$ cat config.mk
export PLATFORM = sky130hd
export DESIGN_NAME = ex_bus_sequencer
export DESIGN_NICKNAME = d
export VERILOG_FILES = /design/src/rtl/msx_bus_pkg.sv /design/src/rtl/sync_2ff.sv /design/src/rtl/ex_bus_sequencer.sv
export SDC_FILE = /design/constraint.sdc
export NUM_CORES = 1
export LEC_CHECK = 0
export ABC_AREA = 1
export ABC_CLOCK_PERIOD_IN_PS = 3000
export CORE_MARGIN = 2
export CORE_UTILIZATION = 35
export CTS_CLUSTER_SIZE = 16
export DETAILED_ROUTE_END_ITERATION = 8
export GPL_ROUTABILITY_DRIVEN = 0
export PLACE_DENSITY = 0.75
export REMOVE_ABC_BUFFERS = 1
export SLEW_MARGIN = 20
export SYNTH_ARGS = -nofsm -noshare
export SYNTH_HDL_FRONTEND = slang
export SYNTH_SLANG_ARGS = --single-unit
export TNS_END_PERCENT = 1
$ cat constraint.sdc
create_clock -name clk_108m -period 3 [get_ports clk_108m]
set_input_delay 0.6 -clock clk_108m [delete_from_list [all_inputs] [get_ports clk_108m]]
set_output_delay 0.6 -clock clk_108m [all_outputs]
set_load 0.02 [all_outputs]
$ cat src/rtl/msx_bus_pkg.sv
// Shared types and constants for the MSX external slot bus sequencer.
package msx_bus_pkg;

  typedef enum logic [1:0] {
    IDLE    = 2'd0,
    ADDR_LO = 2'd1,
    ADDR_HI = 2'd2,
    DATA    = 2'd3
  } bus_state_e;

  // Bit 1 selects IO space, bit 0 selects a read.
  typedef enum logic [1:0] {
    KIND_MEM_WR = 2'b00,
    KIND_MEM_RD = 2'b01,
    KIND_IO_WR  = 2'b10,
    KIND_IO_RD  = 2'b11
  } bus_kind_e;

  localparam logic [7:0] CPU_DATA_RST = 8'hFF;
  localparam logic [7:0] PIN_DATA_RST = 8'h00;
  localparam logic [4:0] CNT_MAX      = 5'd31;

  function automatic bus_kind_e decode_kind(input logic iorq_n, input logic rd_n);
    return bus_kind_e'({~iorq_n, ~rd_n});
  endfunction

endpackage

$ cat src/rtl/sync_2ff.sv
// Two-flop synchroniser for a single asynchronous level.
module sync_2ff #(
  parameter logic RST_VAL = 1'b1
) (
  input  logic clk_i,
  input  logic rst_n_i,
  input  logic d_i,
  output logic q_o
);

  logic meta_q;
  logic sync_q;

  always_ff @(posedge clk_i) begin
    if (!rst_n_i) begin
      meta_q <= RST_VAL;
      sync_q <= RST_VAL;
    end else begin
      meta_q <= d_i;
      sync_q <= meta_q;
    end
  end

  assign q_o = sync_q;

endmodule

$ cat src/rtl/ex_bus_sequencer.sv
// Multiplexes Z80 bus cycles onto the MSX slot pins: address low, address high, then data.
//   state   | meaning
//   IDLE    | pins released, waiting for a single well-formed request
//   ADDR_LO | A7..A0 on the pins, le_addr_lo pulsed mid-phase
//   ADDR_HI | A15..A8 on the pins, le_addr_hi pulsed mid-phase
//   DATA    | slot strobes active until the CPU request drops
module ex_bus_sequencer
  import msx_bus_pkg::*;
#(
  parameter int ADDR_CYCLES   = 8,
  parameter int TURN_CYCLES   = 2,
  parameter int SETTLE_CYCLES = 6
) (
  input  logic        clk_108m,
  input  logic        reset_n,
  input  logic        bus_mreq_n,
  input  logic        bus_iorq_n,
  input  logic        bus_rd_n,
  input  logic        bus_wr_n,
  input  logic [15:0] bus_addr,
  input  logic [7:0]  bus_data,
  input  logic [7:0]  ex_bus_data_in,
  input  logic        ex_bus_wait_n,
  output logic [7:0]  ex_bus_data_out,
  output logic        ex_bus_data_oe,
  output logic        ex_bus_data_reverse_n,
  output logic        le_addr_lo,
  output logic        le_addr_hi,
  output logic        ex_bus_mreq_n,
  output logic        ex_bus_iorq_n,
  output logic        ex_bus_rd_n,
  output logic        ex_bus_wr_n,
  output logic [7:0]  cpu_data_out,
  output logic        bus_wait_n,
  output logic [1:0]  state_demux,
  output logic [4:0]  counter_demux
);

  localparam logic [4:0] AC_LAST  = 5'(ADDR_CYCLES - 1);
  localparam logic [4:0] LE_LAST  = 5'(ADDR_CYCLES - 2);
  localparam logic [4:0] TURN_C   = 5'(TURN_CYCLES);
  localparam logic [4:0] SETTLE_C = 5'(SETTLE_CYCLES);

  bus_state_e state_q, state_d;
  bus_kind_e  kind_q, kind_d;
  logic [4:0] cnt_q, cnt_d, cnt_inc;
  logic [7:0] data_out_q, data_out_d;
  logic [7:0] cpu_data_q, cpu_data_d;
  logic       oe_q, oe_d, rev_q, rev_d;
  logic       le_lo_q, le_lo_d, le_hi_q, le_hi_d;
  logic       mreq_q, mreq_d, iorq_q, iorq_d, rd_q, rd_d, wr_q, wr_d;
  logic       wait_q, wait_d;
  logic       req, slot_wait_sync, in_data, rd_cyc, io_cyc;

  // Exactly one space strobe and exactly one direction strobe; anything else is no request.
  assign req     = (bus_mreq_n ^ bus_iorq_n) & (bus_rd_n ^ bus_wr_n);
  assign cnt_inc = (cnt_q == CNT_MAX) ? CNT_MAX : cnt_q + 5'd1;
  assign rd_cyc  = (kind_q == KIND_MEM_RD) || (kind_q == KIND_IO_RD);
  assign io_cyc  = (kind_q == KIND_IO_WR) || (kind_q == KIND_IO_RD);

  sync_2ff #(.RST_VAL(1'b1)) u_wait_sync (
    .clk_i   (clk_108m),
    .rst_n_i (reset_n),
    .d_i     (ex_bus_wait_n),
    .q_o     (slot_wait_sync)
  );

  always_comb begin
    state_d    = state_q;
    kind_d     = kind_q;
    data_out_d = data_out_q;
    cpu_data_d = cpu_data_q;
    unique case (state_q)
      IDLE: if (req) begin
        state_d    = ADDR_LO;
        kind_d     = decode_kind(bus_iorq_n, bus_rd_n);
        data_out_d = bus_addr[7:0];
      end
      ADDR_LO: if (!req) state_d = IDLE;
        else if (cnt_q == AC_LAST) begin
          state_d    = ADDR_HI;
          data_out_d = bus_addr[15:8];
        end
      ADDR_HI: if (!req) state_d = IDLE;
        else if (cnt_q == AC_LAST) begin
          state_d = DATA;
          if (!rd_cyc) data_out_d = bus_data;
        end
      DATA: if (!req) state_d = IDLE;
      default: state_d = IDLE;
    endcase
    cnt_d = (state_d != state_q) ? 5'd0 : cnt_inc;

    // Outputs are derived from the next state so they line up with state_demux/counter_demux.
    in_data = (state_d == DATA);
    oe_d    = (state_d != IDLE) && !(in_data && rd_cyc);
    rev_d   = (state_d != IDLE) && !(in_data && rd_cyc && cnt_d >= 5'd1);
    le_lo_d = (state_d == ADDR_LO) && (cnt_d >= 5'd1) && (cnt_d <= LE_LAST);
    le_hi_d = (state_d == ADDR_HI) && (cnt_d >= 5'd1) && (cnt_d <= LE_LAST);
    mreq_d  = !(in_data && !io_cyc);
    iorq_d  = !(in_data && io_cyc);
    rd_d    = !(in_data && rd_cyc);
    wr_d    = !(in_data && !rd_cyc && cnt_d >= 5'd1);
    if (in_data && rd_cyc && cnt_d >= TURN_C) cpu_data_d = ex_bus_data_in;

    if (state_d == IDLE) wait_d = 1'b1;
    else if (in_data && cnt_d >= SETTLE_C) wait_d = slot_wait_sync;
    else wait_d = 1'b0;
  end

  always_ff @(posedge clk_108m) begin
    if (!reset_n) begin
      state_q    <= IDLE;
      kind_q     <= KIND_MEM_WR;
      cnt_q      <= 5'd0;
      data_out_q <= PIN_DATA_RST;
      cpu_data_q <= CPU_DATA_RST;
      oe_q       <= 1'b0;
      rev_q      <= 1'b0;
      le_lo_q    <= 1'b0;
      le_hi_q    <= 1'b0;
      mreq_q     <= 1'b1;
      iorq_q     <= 1'b1;
      rd_q       <= 1'b1;
      wr_q       <= 1'b1;
      wait_q     <= 1'b1;
    end else begin
      state_q    <= state_d;
      kind_q     <= kind_d;
      cnt_q      <= cnt_d;
      data_out_q <= data_out_d;
      cpu_data_q <= cpu_data_d;
      oe_q       <= oe_d;
      rev_q      <= rev_d;
      le_lo_q    <= le_lo_d;
      le_hi_q    <= le_hi_d;
      mreq_q     <= mreq_d;
      iorq_q     <= iorq_d;
      rd_q       <= rd_d;
      wr_q       <= wr_d;
      wait_q     <= wait_d;
    end
  end

  assign ex_bus_data_out       = data_out_q;
  assign ex_bus_data_oe        = oe_q;
  assign ex_bus_data_reverse_n = rev_q;
  assign le_addr_lo            = le_lo_q;
  assign le_addr_hi            = le_hi_q;
  assign ex_bus_mreq_n         = mreq_q;
  assign ex_bus_iorq_n         = iorq_q;
  assign ex_bus_rd_n           = rd_q;
  assign ex_bus_wr_n           = wr_q;
  assign cpu_data_out          = cpu_data_q;
  assign bus_wait_n            = wait_q;
  assign state_demux           = state_q;
  assign counter_demux         = cnt_q;

endmodule

==> results.yml, run 1 <==
routing:
  via_per_inst: 4.66
  dr_total_vias: 1695
  routedWlPerCell_um: 10.9
  route.detailed.drc: 0
  finalWirelength_um: 3980
  initialDrtViolationCount: 71
  detail-route-antenna-nets: 0
  firstDrtPassIters: 6
synthesis:
  synth_area_leaders: "dfxtp_1 40%, nand2_1 8.5%, nand3_1 7.2%, a22o_2 4.4%, mux2i_1 4.4%"
  yosysSeqAreaShare_pct: 40.0
  synthesis.area_um2: 1800
  synth_top_area_share_pct: 40.0
  syn-mean-instance-area_um2: 8.08
  yosys.area.top_type: "dfxtp_1"
  yosys_warnings: 0
  yosysUniqueCellTypes: 31
  synthCells: 223
  ys_ff_latch: 36
grt:
  grt_pass1_vias: 1580
  antenna_found_initial: 0
  grt-ovfl-total: 0
  track_usage_pct: 15.5
  grt_max_degree: 23
  grt_pass1_wl_um: 6890
power_and_ir_drop:
  p_leak_nw: 1.14
  power_density_nw_per_um2: 472
  p_total_mw: 1.24
  ir_drop_mv: 0.222
worst_setup_path:
  worst-path-buf-inv: 2
  critPathTopFamily: "simple AND/OR/NAND/NOR gates"
  crit_fanout: 12
  cp.required_ps: 3160
  crit_type: "register to register"
  slowest_stage: "ha_1"
  cp-end-kind: "register"
  worstPathArrival_ps: 2560
  crit_top_cell: "nand2_1"
  critPathMaxStageDelay_ps: 460
  crit_path_start_kind: "register"
  crit_chain: "inv_1 -> ha_1 -> nor2_2 -> a21oi_1 -> nand2_1 -> nand2_1 -> o21ai_1 -> inv_2 -> nand2_2 -> nor2_4 -> nand2_4 -> nand2_1 -> nand3_1"
clocking:
  cts_root_buffer: "clkbuf_8"
  hold_buffers: 0
  cts.sinks: 36
  clock_path_buffers: 2
  clk_latency_ps: 290
  clk_pin_slew_ps: 70
  htreeDepth: 2
  cts_resized: 0
  cts_buffers: 5
  post_cts_buffers: 0
  cts_tree: "built"
sta:
  worst_slew_pin_slew_ps: 477
  fin_worst_skew_ps: 4.48
  slew_headroom_pct: 67.9
  hold_viol_final: 0
  rsz0062_at_grt: "false"
  min_period_ps: 2390
  fmaxAchievable_ghz: 0.418
  holdWs_ps: 425
  setup_viol: 0
  final.setup.tns_ps: 0
  maxSlewViolCount: 0
  fin_crit_sh_pct: 79.8
placed_design:
  dpl_cell_area_um2: 2540
  port-buffer-count: 70
  hpwl_um: 3220
flow_run:
  cap_violations: 0
finish:
  final_core_util_pct: 52.2
  finish.net_count: 337
  stdcell_area_um2: 2630
  final_common_cell: "clkdlybuf4s50_1"
  drive_gt1_share_pct: 15.6
  antenna_cells: 0
  final_cell_mix: "70 x clkdlybuf4s50_1, 41 x nand2_1, 36 x dfxtp_1, 26 x nand3_1, 18 x nor2_1"
  syn_to_final_growth_pct: 46.0
floorplanning:
  die_h_um: 75.8
  die-area_um2: 5740
  rows: 26
  initial_core_util_pct: 35.7
  die_w_um: 75.8
  core_um2: 5040
  ioPinCount: 71
status:
  outcome: "finished, final reports clean"
min_path:
  hold_class: "register to register"
## per-stage QoR
| stage | setup slack, ps | cells |
|---|---|---|
| 2_1_floorplan | 822 | 215 |
| 3_3_place_gp | 501 | 356 |
| 3_5_place_dp | 446 | 356 |
| 4_1_cts | 613 | 364 |
| 5_1_grt | 377 | 364 |
| 6_report | 607 | 364 |
## flip-flops by register name, summed over array words and instances (netlist names), 2 cells and up
name             count
cpu_data_out         8
kind_q               2
state_demux          2
ex_bus_data_out      8
counter_demux        5
## power by group
part	internal (mW)	switching, mW	leakage (nW)
logic	0.175	0.197	0.795
registers	0.512	0.0219	0.294
clock network	0.162	0.175	0.0479
total	0.849	0.393	1.14
## per-layer routing
layer | share of wire (%) | up-vias | wire length, µm | track usage (%)
met4 | 0.98 | 0 | 39 | 4.09
met5 | 0 | - | 0 | 0
li1 | - | 880 | - | -
met2 | 49 | 56 | 1950 | 26.1
met3 | 6.8 | 6 | 270 | 5.95
met1 | 43 | 753 | 1720 | 18.6
## area by class of cell
| cell class | count | area (µm²) |
|---|---|---|
| fillers | 486 | 2410 |
| flip-flops and latches | 36 | 721 |
| well taps | 70 | 87.6 |
| repair buffers | 71 | 708 |
| clock buffers | 5 | 68.8 |
| clock inverters | 3 | 18.8 |
| inverters | 19 | 71.3 |
| multi-input cells | 160 | 955 |
## cells in the mapped netlist
master and instances:
nor2_2 3, clkbuf_1 2, nand4_1 3, dfxtp_1 36, a22o_2 8, nand3_4 1
nand2_1 41, a21oi_1 11, nor3_1 1, mux2i_1 8, nor2_1 18, inv_2 4
nand3_1 26, o21ai_1 1, clkinv_1 1, a21oi_2 1, o211ai_2 2, buf_2 2
ha_1 5, nand3_2 3, and2_4 1, o21ai_0 12, or2_2 2, nor2_4 3
nand2_4 3, o21bai_1 1, buf_1 1, o21a_2 1, nand2_2 5, inv_1 14
buf_6 3
## path summary, 6_finish.rpt
kind,startpoint,end,slack [ps],cells past startpoint
worst max-delay path,state_demux[0],cpu_data_out[7],610,13
worst min-delay path,u_wait_sync.meta_q,u_wait_sync.q_o,430,1
worst max register to register,state_demux[0],cpu_data_out[7],610,13
worst min register to register,u_wait_sync.meta_q,u_wait_sync.q_o,430,1
## cells by family after synthesis
group / share of synthesized area, %
adders and majority gates: 3.47
muxes: 4.44
and+or+nand+nor: 31.2
AOI/OAI and AO/OA: 13.9
buffers and inverters: 7.01
DFF: 40.0
(Power assumes the default switching activity.)
==> run 2: changes to the inputs <==
--- a/config.mk
+++ b/config.mk
@@ -6,7 +6,7 @@
 export NUM_CORES = 1
 export LEC_CHECK = 0
 export ABC_AREA = 1
-export ABC_CLOCK_PERIOD_IN_PS = 3000
+export ABC_CLOCK_PERIOD_IN_PS = 2500
 export CORE_MARGIN = 2
 export CORE_UTILIZATION = 35
 export CTS_CLUSTER_SIZE = 16
==> constraint.sdc (replaced) <==
create_clock -name clk_108m -period 2.5 [get_ports clk_108m]
set_input_delay 0.5 -clock clk_108m [delete_from_list [all_inputs] [get_ports clk_108m]]
set_output_delay 0.5 -clock clk_108m [all_outputs]
set_load 0.02 [all_outputs]
==> results.yml, run 2 (synthesis gave the netlist of run 1 again) <==
status:
  outcome: "finished, final reports clean"
worst_setup_path:
  critPathMaxStageDelay_ps: 440
  crit_top_cell: "nand2_1"
  crit_type: "register to register"
  crit_path_end: "cpu_data_out[3]"
  worstRegToRegCells: 14
  reg2reg_slack_ps: 290
  slowest_stage: "dfxtp_1"
  crit_path_start: "state_demux[0]"
  crit_fanout: 9
  crit_chain: "inv_1 -> ha_1 -> nor2_2 -> a21oi_1 -> nand2_1 -> nand2_1 -> nand3_2 -> nand2_2 -> nor2_4 -> o211ai_2 -> nand2_4 -> nand2_4 -> nand2_1 -> nand3_1"
  reg2reg_to: "cpu_data_out[3]"
  cp-end-kind: "register"
  crit_path_start_kind: "register"
  cp.required_ps: 2660
  r2r-start: "state_demux[0]"
  worstPathArrival_ps: 2370
power_and_ir_drop:
  p_comb_share_pct: 29.5
  p_total_mw: 1.52
  netSwitchingPower_mw: 0.452
  p_leak_nw: 1.16
  swShare_pct: 29.6
  ir_drop_mv: 0.313
  clkPwrFrac_pct: 28.5
  power_density_nw_per_um2: 573
  p_int_mw: 1.07
  p_seq_share_pct: 42.0
sta:
  fin_crit_sh_pct: 88.4
  maxSlewViolCount: 0
  setup_viol: 0
  slew_headroom_pct: 65.3
  worst_slew_pin_slew_ps: 516
  final.setup.tns_ps: 0
  min_period_ps: 2210
  fmaxAchievable_ghz: 0.452
  rsz0062_at_grt: "false"
  hold_viol_final: 0
  fin_worst_skew_ps: 2.34
routing:
  dr_total_vias: 1700
  finalWirelength_um: 4010
  routedWlPerCell_um: 11.0
  via_per_inst: 4.64
  route.detailed.drc: 0
  initialDrtViolationCount: 31
  firstDrtPassIters: 4
  detail-route-antenna-nets: 0
clocking:
  post_cts_buffers: 0
  hold_buffers: 0
  clock_path_buffers: 2
  cts_root_buffer: "clkbuf_8"
  htreeDepth: 2
  clk_pin_slew_ps: 70
  cts_buffers: 5
  cts_tree: "built"
  clk_latency_ps: 280
  cts.sinks: 36
  cts_resized: 0
grt:
  track_usage_pct: 14.9
  grt-ovfl-total: 0
  grt_pass1_wl_um: 6640
  antenna_found_initial: 0
  top_usage_layer: "met2"
  grt_pass1_vias: 1595
  use_met3_pct: 5.42
  grt_max_degree: 23
  grtUsageMet2_pct: 25.3
  grt_util_met1_pct: 17.3
finish:
  antenna_cells: 0
  final_common_cell: "clkdlybuf4s50_1"
  final_cell_mix: "70 x clkdlybuf4s50_1, 41 x nand2_1, 36 x dfxtp_1, 26 x nand3_1, 18 x nor2_1"
  finish.net_count: 340
  drive_gt1_share_pct: 16.2
  final_core_util_pct: 52.8
  syn_to_final_growth_pct: 47.7
  stdcell_area_um2: 2660
floorplanning:
  die_w_um: 75.8
  initial_core_util_pct: 35.7
  core_um2: 5040
  die-area_um2: 5740
  die_h_um: 75.8
  rows: 26
  ioPinCount: 71
placed_design:
  dpl_cell_area_um2: 2560
  port-buffer-count: 70
  hpwl_um: 3220
flow_run:
  cap_violations: 0
min_path:
  hold_depth: 1
  hold_class: "register to register"
## run 2: cell types whose count changed in the layout (fill, tap and decap cells not counted)
cell and delta:
clkinv_4 -1, buf_4 +3, clkbuf_8 +2, clkinv_2 -2
## run 2: worst max-delay path, delay by kind of cell (launching register included)
family,cells,cell delay (ps)
fa+ha+maj,1,260
buf+inv,1,170
flops,1,440
simple gates,10,960
compound gates,2,260
## run 2: power by group through the flow
stage               Clock (mW)  Combinational (mW)  Sequential [mW]
floorplan                    0               0.227            0.694
global route             0.469               0.496            0.645
finish                   0.434               0.450            0.641
detailed placement           0               0.451            0.653
CTS                      0.445               0.454            0.641
global placement             0               0.448            0.653
## run 2: routing by layer
metal,part of all wire [%],wire length (µm),vias to the layer above
met2,48,1930,48
met1,44,1750,756
met4,1.0,42,0
met5,0,0,-
met3,7.2,291,7
li1,-,-,889
## run 2: stage by stage
stage               setup WS, ps  hold WS, ps  instances
floorplan                    322          391        215
global placement             128          411        359
detailed placement          80.8          405        359
CTS                          285          432        366
global route                24.2          443        366
finish                       289          430        366
## run 2: layout make-up
class,instances,area (µm²)
fillers,477,2380
flip-flops and latches,36,721
clock buffers,7,96.3
inverters,19,71.3
repair buffers,74,731
well taps,70,87.6
multi-input cells,160,955
## run 2: how the worst min path moves through the flow
stage                             from              end
CTS                 u_wait_sync.meta_q  u_wait_sync.q_o
global placement    u_wait_sync.meta_q  u_wait_sync.q_o
finish              u_wait_sync.meta_q  u_wait_sync.q_o
floorplan                    kind_q[1]    ex_bus_iorq_n
global route        u_wait_sync.meta_q  u_wait_sync.q_o
detailed placement  u_wait_sync.meta_q  u_wait_sync.q_o
==> run 3: changes to the inputs <==
--- a/config.mk
+++ b/config.mk
@@ -6,7 +6,7 @@
 export NUM_CORES = 1
 export LEC_CHECK = 0
 export ABC_AREA = 1
-export ABC_CLOCK_PERIOD_IN_PS = 2500
+export ABC_CLOCK_PERIOD_IN_PS = 2100
 export CORE_MARGIN = 2
 export CORE_UTILIZATION = 35
 export CTS_CLUSTER_SIZE = 16
==> constraint.sdc (replaced) <==
create_clock -name clk_108m -period 2.1 [get_ports clk_108m]
set_input_delay 0.42 -clock clk_108m [delete_from_list [all_inputs] [get_ports clk_108m]]
set_output_delay 0.42 -clock clk_108m [all_outputs]
set_load 0.02 [all_outputs]
==> results.yml, run 3 (synthesis gave the netlist of run 1 again) <==
min_path:
  min-delay-start: "bus_rd_n"
  hold_class: "input port to register"
routing:
  routedWlPerCell_um: 10.9
  route.detailed.drc: 0
  detail-route-antenna-nets: 0
  initialDrtViolationCount: 37
  finalWirelength_um: 4210
  via_per_inst: 4.52
  dr_total_vias: 1740
  firstDrtPassIters: 6
grt:
  antenna_found_initial: 0
  grt_max_degree: 17
  grt_pass1_wl_um: 6890
  grt-ovfl-total: 0
  grt_pass1_vias: 1585
  track_usage_pct: 15.9
finish:
  stdcell_area_um2: 2840
  drive_gt1_share_pct: 22.5
  n_fill_cell: 476
  final_common_cell: "clkdlybuf4s50_1"
  syn_to_final_growth_pct: 57.6
  final_cell_mix: "67 x clkdlybuf4s50_1, 40 x nand2_1, 34 x dfxtp_1, 26 x nand3_1, 20 x buf_4"
  finish.net_count: 358
  antenna_cells: 0
status:
  outcome: "finished, final reports clean"
clocking:
  htreeDepth: 2
  cts.sinks: 36
  cts_root_buffer: "clkbuf_8"
  cts_buffers: 5
  clk_pin_slew_ps: 70
  hold_buffers: 0
  cts_tree: "built"
  clk_latency_ps: 290
  clock_path_buffers: 2
  post_cts_buffers: 0
power_and_ir_drop:
  swShare_pct: 31.7
  p_comb_share_pct: 33.0
  clkPwrFrac_pct: 26.2
  ir_drop_mv: 0.298
  p_seq_share_pct: 40.8
  p_int_mw: 1.27
  netSwitchingPower_mw: 0.590
  power_density_nw_per_um2: 656
  p_leak_nw: 1.28
placed_design:
  pre_cts_slack_ps: -164
  dpl_cell_area_um2: 2730
  port-buffer-count: 70
  hpwl_um: 3370
floorplanning:
  die_h_um: 75.8
  initial_core_util_pct: 35.7
  die_w_um: 75.8
  ioPinCount: 71
  core_um2: 5040
  die-area_um2: 5740
  rows: 26
sta:
  setup_ws_ps: 153
  rsz0062_at_grt: "true"
  fmaxAchievable_ghz: 0.514
  hold_viol_final: 0
  worst_slew_pin_slew_ps: 410
  min_period_ps: 1950
  fin_worst_skew_ps: 4.01
  fin_crit_sh_pct: 92.7
  setup_viol: 0
  slew_headroom_pct: 72.7
  maxSlewViolCount: 0
worst_setup_path:
  crit_path_start_kind: "register"
  cp-end-kind: "register"
  crit_path_start: "state_demux[0]"
  crit_type: "register to register"
  worstPathArrival_ps: 2120
  r2r-start: "state_demux[0]"
  reg2reg_slack_ps: 150
  cp.required_ps: 2270
  crit_fanout: 9
flow_run:
  cap_violations: 0
run 3: power by group through the flow:
stage               sequential [mW]  combinational [mW]  clock (mW)
finish                        0.759               0.615       0.489
global route                  0.765               0.677       0.538
CTS                           0.759               0.610       0.502
detailed placement            0.775               0.607           0
global placement              0.774               0.600           0
floorplan                     0.826               0.271           0
run 3: final cells by class:
| type | instances | area [µm²] | area share (%) |
|---|---|---|---|
| sequential | 36 | 723 | 25.5 |
| timing repair buffer | 92 | 898 | 31.6 |
| inverter | 19 | 71.3 | 2.51 |
| clock buffer | 5 | 68.8 | 2.42 |
| tap | 70 | 87.6 | 3.09 |
| multi-input combinational | 160 | 971 | 34.2 |
| clock inverter | 3 | 18.8 | 0.661 |
run 3: critical path, cell delays in order, from the launching register on:
cell and delay [ps]:
dfxtp_1 360, inv_1 80, ha_1 240, nor2_4 130, a21oi_1 80, nand2_1 90
nand2_1 90, nand3_2 70, nand2_2 70, nor2_4 120, o211ai_2 120, nand2_4 150
nand2_4 100, nand2_1 70, nand3_1 60
run 3: final timing paths:
path,end,cells past startpoint
setup / recovery,cpu_data_out[2],14
hold / removal,kind_q[0],2
setup reg to reg,cpu_data_out[2],14
hold reg to reg,u_wait_sync.q_o,1
run 3: timing repair:
| action | CTS | global route |
|---|---|---|
| setup endpoints to repair | 0 | 13 |
| gates resized for setup | 0 | 9 |
| endpoints found under the hold margin | 0 | 0 |
run 3: routing by layer:
metal	vias to the layer above	global-route usage, %	part of all wire (%)
met5	-	0	0
met4	0	5.26	1.3
met3	6	6.22	7.1
met2	55	26.0	47
met1	754	19.1	44
li1	925	-	-
run 3: through the flow:
stage               instances  total power, mW  utilization, %  TNS (ps)  hold WS, ps
global placement          377             1.37            54.0     -1690          407
global route              385             1.98            56.3     -24.9          433
CTS                       385             1.87            55.8         0          432
detailed placement        377             1.38            54.0     -2280          415
floorplan                 215             1.10               -      -621          391
finish                    385             1.86            56.3         0          412
